**src/rtl/fetch_unit.sv**
```systemverilog
// Instruction fetch unit: FETCH/WAIT/ISSUE sequencer with PC and next-PC selection.
// Optional alignment trap enabled by defining FETCH_ALIGN_TRAP_EN.
module fetch_unit #(
  parameter logic [31:0] RESET_PC = 32'h0000_0000
) (
  input  logic        clk,
  input  logic        rstN,
  output logic        imemReq,
  output logic [31:0] imemAddr,
  input  logic        imemAck,
  input  logic [31:0] imemRdata,
  output logic [31:0] instr,
  output logic        instrValid,
  input  logic        instrDone,
  input  logic [1:0]  pcSrcCtrl,
  input  logic [25:0] jAddr,
  input  logic [31:0] imm,
  input  logic [31:0] jrTarget,
  input  logic        aluZero,
  input  logic        bneCtrl,
  output logic [31:0] pc,
  output logic [31:0] pcPlus4
`ifdef FETCH_ALIGN_TRAP_EN
  , output logic      trap
`endif
);

  typedef enum logic [1:0] {S_FETCH, S_WAIT, S_ISSUE} state_t;

  state_t      state_q, state_d;
  logic [31:0] pc_q, pc_d;
  logic [31:0] instr_q, instr_d;
  logic        valid_q, valid_d;
  logic        started_q, started_d;
  logic        trap_q, trap_d;
  logic [31:0] pc_plus4;
  logic [31:0] next_pc_raw;

  assign pc_plus4 = pc_q + 32'd4;

  always_comb begin
    next_pc_raw = pc_plus4;
    case (pcSrcCtrl)
      2'd1:    next_pc_raw = {pc_plus4[31:28], jAddr, 2'b00};
      2'd2:    next_pc_raw = jrTarget;
      2'd3:    next_pc_raw = (aluZero ^ bneCtrl) ? (pc_plus4 + (imm << 2)) : pc_plus4;
      default: next_pc_raw = pc_plus4;
    endcase
  end

  always_ff @(posedge clk or negedge rstN) begin
    if (!rstN) begin
      state_q   <= S_FETCH;
      pc_q      <= RESET_PC;
      instr_q   <= 32'd0;
      valid_q   <= 1'b0;
      started_q <= 1'b0;
      trap_q    <= 1'b0;
    end else begin
      state_q   <= state_d;
      pc_q      <= pc_d;
      instr_q   <= instr_d;
      valid_q   <= valid_d;
      started_q <= started_d;
      trap_q    <= trap_d;
    end
  end

  // started_q holds the request off for the first cycle after reset release
  always_comb begin
    state_d   = state_q;
    pc_d      = pc_q;
    instr_d   = instr_q;
    valid_d   = valid_q;
    started_d = 1'b1;
    trap_d    = trap_q;
    case (state_q)
      S_FETCH, S_WAIT: begin
        if (started_q) begin
          if (imemAck) begin
            instr_d = imemRdata;
            valid_d = 1'b1;
            state_d = S_ISSUE;
          end else begin
            state_d = S_WAIT;
          end
        end
      end
      S_ISSUE: begin
        if (instrDone && !trap_q) begin
          valid_d = 1'b0;
`ifdef FETCH_ALIGN_TRAP_EN
          if (|next_pc_raw[1:0]) begin
            trap_d = 1'b1;
          end else begin
            pc_d    = next_pc_raw;
            state_d = S_FETCH;
          end
`else
          pc_d    = next_pc_raw & ~32'd3;
          state_d = S_FETCH;
`endif
        end
      end
      default: state_d = S_FETCH;
    endcase
  end

  always_comb begin
    imemReq = 1'b0;
    if (started_q && (state_q == S_FETCH || state_q == S_WAIT)) begin
      imemReq = 1'b1;
    end
  end

  assign imemAddr   = pc_q;
  assign instr      = instr_q;
  assign instrValid = valid_q;
  assign pc         = pc_q;
  assign pcPlus4    = pc_plus4;
`ifdef FETCH_ALIGN_TRAP_EN
  assign trap       = trap_q;
`endif

endmodule

```
**config.mk**
```make
export PLATFORM = sky130hd
export DESIGN_NAME = fetch_unit
export DESIGN_NICKNAME = d
export VERILOG_FILES = /design/src/rtl/fetch_unit.sv
export SDC_FILE = /design/constraint.sdc
export NUM_CORES = 1
export LEC_CHECK = 0
export ABC_CLOCK_PERIOD_IN_PS = 9100
export CAP_MARGIN = 40
export CORE_ASPECT_RATIO = 1.4
export CORE_MARGIN = 3
export CORE_UTILIZATION = 30
export DETAILED_ROUTE_END_ITERATION = 16
export DONT_BUFFER_PORTS = 1
export GPL_ROUTABILITY_DRIVEN = 0
export PLACE_DENSITY = 0.46
export SYNTH_ARGS = -nofsm -noshare
export SYNTH_HDL_FRONTEND = slang
export SYNTH_SLANG_ARGS = --single-unit
```
**constraint.sdc**
```tcl
create_clock -name clk -period 9.1 [get_ports clk]
set_input_delay 1.365 -clock clk [delete_from_list [all_inputs] [get_ports clk]]
set_output_delay 1.365 -clock clk [all_outputs]
set_load 0.01 [all_outputs]
```
## Word-level counts from Yosys, hierarchy flattened

Index checks and enable logic that the tools add are counted.

| storage, ports and cells | value |
|---|---|
| memory bits (writable) | 0 |
| word-level logic and storage cells | 36 |
| input bits | 130 |
| bits in registers | 66 |
| bits in read-only memories | 0 |
| latch bits | 0 |
| memories | 0 |

| cells by class | value |
|---|---|
| divide/modulo/power cells | 0 |
| reductions and logical operators | 9 |
| $lt $le $gt $ge | 0 |
| bitwise gates (word level) | 1 |
| add/subtract/negate cells | 2 |
| shift-type cells | 0 |
| muxes and demuxes | 11 |
| equal/unequal tests | 8 |
| multiply operators | 0 |

Operator list:

| operator | count |
|---|---|
| 32-bit case mux with 3 select lines | 1 |
| 32-bit by 3-bit adder with 32-bit output (second input constant) | 1 |
| 32-bit adder | 1 |
| 32-bit 2-to-1 mux | 1 |
| 2-bit == test (second input constant) | 3 |
| 2-bit 2-to-1 mux | 3 |
| 2-bit inequality test (second input constant) | 3 |
| 2-bit by 1-bit == test with 1-bit output (second input constant) | 2 |
| 1-bit 2-to-1 mux | 4 |
| 2-bit case mux with 2 select lines | 1 |
| 2-bit AND reduction | 2 |
| 4-bit AND reduction | 1 |
| 3-bit AND reduction | 1 |
| 2-bit logical NOT | 1 |
| 1-bit case mux with 2 select lines | 1 |
| 2-bit nonzero test | 1 |
| 2-bit OR reduction | 1 |
| 1-bit logical AND | 1 |
| 1-bit logical OR | 1 |
| 1-bit bitwise XOR | 1 |

## Depth between registers and ports, before layout

| logic depth | value |
|---|---|
| word-level depth | 4 |
| depth in mapped cells | 18 |
| depth with buffers taken out | 17 |

## Worst setup path before layout

Ideal clock, no wire load.

| timing path | value |
|---|---|
| kind | in2reg |
| start point | input imm[0] |
| end point | register pc_q[26] (netlist: imemAddr[26]) |
| path buffers | 0 |
| data required time | 8.974 ns |
| data arrival time | 4.011 ns |
| library setup time | 0.126 ns |
| setup slack | 4.963 ns |
| stages | 13 |
| cells stage by stage | ha_1 > inv_1 > fa_1 > nor2b_4 > o31a_1 > a2111oi_2 > nor3_1 > o21ai_2 > o21ai_2 > and4_4 > or4_1 > a22o_1 > a221o_1 |

| on the way | value |
|---|---|
| longest elaborated chain between the ends | 3 |

RTL lines:

| element | RTL line | RTL |
|---|---|---|
| start: declaration | 17 | `input logic [31:0] imm,` |
| 32-bit adder | 46 | `2'd3: next_pc_raw = (aluZero ^ bneCtrl) ? (pc_plus4 + (imm << 2)) : pc_plus4;` |
| 32-bit 2-to-1 mux | 46 |  |
| 32-bit case mux with 3 select lines | 43 | `case (pcSrcCtrl)` |
| end signal: assignment | 61 | `pc_q <= pc_d;` |
| end: declaration | 31 | `logic [31:0] pc_q, pc_d;` |

Every way passes these cells.
A chain may end at the register's enable or synchronous reset.

## Worst setup path after layout

| timing path | value |
|---|---|
| start point | register pc_q[2] (netlist: imemAddr[2]) |
| end point | register pc_q[31] (netlist: imemAddr[31]) |

| on the way | value |
|---|---|
| longest elaborated chain between the ends | 4 |

RTL lines:

| element | RTL line | RTL |
|---|---|---|
| 32-bit by 3-bit adder with 32-bit output | 39 | `assign pc_plus4 = pc_q + 32'd4;` |
| via pcPlus4[28] | 22 | `output logic [31:0] pcPlus4` |
| 32-bit adder | 46 |  |
| 32-bit 2-to-1 mux | 46 |  |
| 32-bit case mux with 3 select lines | 43 |  |

The timed path passes the listed nets, and every way through them passes these cells.

==> flow_metrics.env <==
export IMPL_synth_top_cell_by_area="dfrtp_1"
export IMPL_synth_mux_area_fraction_pct=10.3
export IMPL_worstPathRequired_ns=9.35
export IMPL_largest_net_degree_at_the_start_of_global_routing=67
export IMPL_ant_nets=0
export IMPL_timing_hold_violations_final=0
export IMPL_design_power_uw=1870
export IMPL_ys_top_cells_by_area="dfrtp_1 28%, ha_1 7.3%, mux2_2 6.5%, xnor2_1 4.8%, buf_4 4.6%"
export IMPL_worst_setup_path_startpoint="imemAddr[2]$_DFFE_PN0P_"
export IMPL_p_leak_uw=0.00260
export IMPL_yosys_area_share_xor_xnor_pct=6.89
export IMPL_antenna_cells=0
export IMPL_gr_usage_met2_pct=33.9
export IMPL_core_sq_um=18800
export IMPL_netlist_area_pre_place_sq_um=5850
export IMPL_layout_setup_ws_ns=4.18
export IMPL_synth_lib_cells_used_distinct=71
export IMPL_floorplan_initialDensity_pct=31.1
export IMPL_tightest_slew_ns=0.832
export IMPL_clock_root_buffer="clkbuf_16"
export IMPL_hold_buffers=0
export IMPL_remaining_drc_errors=0
export IMPL_buffer_ports_inserted=0
export IMPL_groute_usage_overall_pct=19.2
export IMPL_n_fill_cell=1985
export IMPL_layout_common_cells="66 x dfrtp_1, 63 x nand2_1, 49 x nor2_1"
export IMPL_synthAdderAreaFrac_pct=7.62
export IMPL_routed_wire_length_per_instance_um=24.0
export IMPL_report_final_setup_viol=0
export IMPL_mostFrequentLayoutCell="dfrtp_1"
export IMPL_areaGrowthSynthToFinish_pct=5.78
export IMPL_clk_pin_slew_ns=0.06
export IMPL_period_needed_ns=4.92
export IMPL_async_set_or_reset_register_ratio_after_synthesis_pct=100
export IMPL_cts_tree="built"
export IMPL_pre_cts_slack_ns=4.26
export IMPL_dpl_cell_count=872
export IMPL_cts_sinks=66
export IMPL_synth_enable_flop_cells=0
export IMPL_clk_insertion_delay_late_ns=0.33
export IMPL_synthesis_instances=679
export IMPL_synth_warnings=0
export IMPL_setup_repair_after_global_routing_missed_its_margin="no"
export IMPL_groute_layer_met3_usage_pct=5.32
export IMPL_drt_pass1_iter_count=5
export IMPL_holdCritPathClass="register to register"
export IMPL_finalCritPeriodShare_pct=54.1
export IMPL_sequential_area_share_after_synthesis_pct=28.3
export IMPL_vias=5057
export IMPL_critical_path_arrival_ns=5.17
export IMPL_grt_overflow=0
export IMPL_synth_top_area_share_pct=28.3
export IMPL_global_route_peak_usage_layer="met2"
export IMPL_critPathCapture="imemAddr[31]$_DFFE_PN0P_"
export IMPL_seqCellArea_sq_um=1650
export IMPL_worstSetupStartpointType="register"
export IMPL_grt_use_met1_pct=21.2
export IMPL_max_slew_vio_count=0
export IMPL_die_h_um=171
export IMPL_die_w_um=124
export IMPL_drt_total_wl_um=21300
export IMPL_cp_end_kind="register"
export IMPL_total_negative_slack_ns=0
export IMPL_hpwl_um=16600
export IMPL_worstPathMaxFanout=9
export IMPL_path_class="register to register"
export IMPL_drt_first_iter_violations=259
export IMPL_synth_top_flop_cell="dfrtp_1"
export IMPL_reg_to_reg_critical_path_endpoint="imemAddr[31]$_DFFE_PN0P_"
export IMPL_grt_first_pass_wirelength_um=30700
export IMPL_finalNetCount=804
export IMPL_clockBufferDepth=2
export IMPL_worst_slew_margin_rel_pct=44.5
export IMPL_core_rowCount=59
export IMPL_setup_reg_to_reg_worst_slack_ns=4.18
export IMPL_timing_hold_ws_ns=0.469
export IMPL_worst_clock_skew_ns=0.0104
export IMPL_worst_ir_drop_vdd_mv=0.106
export IMPL_fmaxAchievable_ghz=0.203
export IMPL_worst_r2r_path_depth=16
export IMPL_layout_drive_gt1_share_pct=11.8
export IMPL_synth_compound_area_share_pct=21.6
export IMPL_post_synthesis_simple_gate_area_fraction_pct=17.6
export IMPL_maxCapViolCount=0
export IMPL_outcome="completed"
export IMPL_ioPinCount=260
export IMPL_total_die_area_sq_um=21200
export IMPL_layout_cells_non_filler=888
export IMPL_post_cts_resized=0
export IMPL_tritoncts_num_buffers=9
export IMPL_mean_post_synth_cell_area_sq_um=8.61
export IMPL_vias_per_cell=5.69
export IMPL_vias_in_the_first_global_route=5117
export IMPL_synth_top_family_by_area="compound AO/OA/AOI/OAI gates"
export IMPL_reg2reg_from="imemAddr[2]$_DFFE_PN0P_"
export IMPL_antenna_found_initial=0
export IMPL_cts_max_level=3
export IMPL_ys_seq_elements=66
export IMPL_powerDensity_nw_per_um2=302
export IMPL_area_used_by_multi_input_combinational_logic_sq_um=3760
export IMPL_post_cts_setup_buffers=0
## cell families (layout without fill, tap and decap cells)
logic type | count (synthesis) | in the layout
compound gates | 189 | 189
xor+xnor | 46 | 46
other cells | 2 | 7
flops | 66 | 66
buf+inv | 84 | 44
fa+ha+maj | 35 | 35
mux | 49 | 49
simple gates | 208 | 208
## flip-flops by register name (all words and copies together) (netlist names)
register / flops
imemAddr: 30
instr: 32
instrValid: 1
started_q: 1
state_q: 2
## worst min-delay path by stage
stage | slack, ns | start | depth (start not counted) | end
final | 0.47 | state_q[1]$_DFFE_PN0P_ | 1 | state_q[0]$_DFFE_PN0P_
after global routing | 0.49 | state_q[1]$_DFFE_PN0P_ | 1 | state_q[0]$_DFFE_PN0P_
after CTS | 0.47 | state_q[1]$_DFFE_PN0P_ | 1 | state_q[0]$_DFFE_PN0P_
after detailed placement | 0.46 | state_q[1]$_DFFE_PN0P_ | 1 | state_q[0]$_DFFE_PN0P_
after global placement | 0.44 | state_q[1]$_DFFE_PN0P_ | 1 | state_q[0]$_DFFE_PN0P_
after floorplan | 0.43 | state_q[1]$_DFFE_PN0P_ | 1 | state_q[0]$_DFFE_PN0P_
## worst max-delay path, stage by stage, from the launching register on
cell and delay [ns]:
dfrtp_1 0.58, ha_1 0.31, and2_1 0.27, nand4_1 0.21, nor4_2 0.30, buf_4 0.21
nand3_1 0.10, xnor2_1 0.58, ha_1 0.45, a21o_1 0.22, a21o_1 0.17, a21oi_1 0.32
o2111ai_1 0.18, o211ai_1 0.46, mux2i_1 0.24, a22oi_1 0.08, o22ai_1 0.16
## per-stage QoR
| step | util [%] | cell area (sq um) |
|---|---|---|
| 2_1_floorplan | - | 5860 |
| 3_3_place_gp | 31.1 | 5850 |
| 3_5_place_dp | 31.1 | 5860 |
| 4_1_cts | 32.8 | 6180 |
| 5_1_grt | 32.8 | 6180 |
| 6_report | 32.8 | 6180 |
## routing by layer
layer  vias up  share of wire (%)
met2       226                 51
met1      2432                 37
li1       2361                  -
met5         -                  0
met3        38                7.7
met4         0                4.3
## area by class of cell
type,instances,area share (%)
clock buffer,10,3.70
clock inverter,6,1.48
inverter,19,1.15
multi-input combinational,534,60.9
sequential,66,26.7
tap,244,4.94
timing repair buffer,9,1.15
## Yosys cell counts (all sizes together) (4+ instances only)
cell type	count
a211oi	5
a21o	22
a21oi	38
a221oi	8
a22o	5
a22oi	4
a31oi	9
a41oi	4
and3	11
and4	7
buf	40
clkbuf	25
dfrtp	66
ha	34
inv	19
mux2	37
mux2i	7
mux4	5
nand2	63
nand2b	15
nand3	25
nand4	6
nor2	50
nor2b	11
nor3	6
o21ai	51
o22ai	7
xnor2	32
xor2	14
## power breakdown
part / internal (uW) / switching (uW) / leakage [uW]
Combinational: 364 / 523 / 0.00168
Clock: 241 / 139 / 0.000145
Sequential: 377 / 224 / 0.000777
Total: 981 / 886 / 0.00260
(Power assumes the default switching activity.)
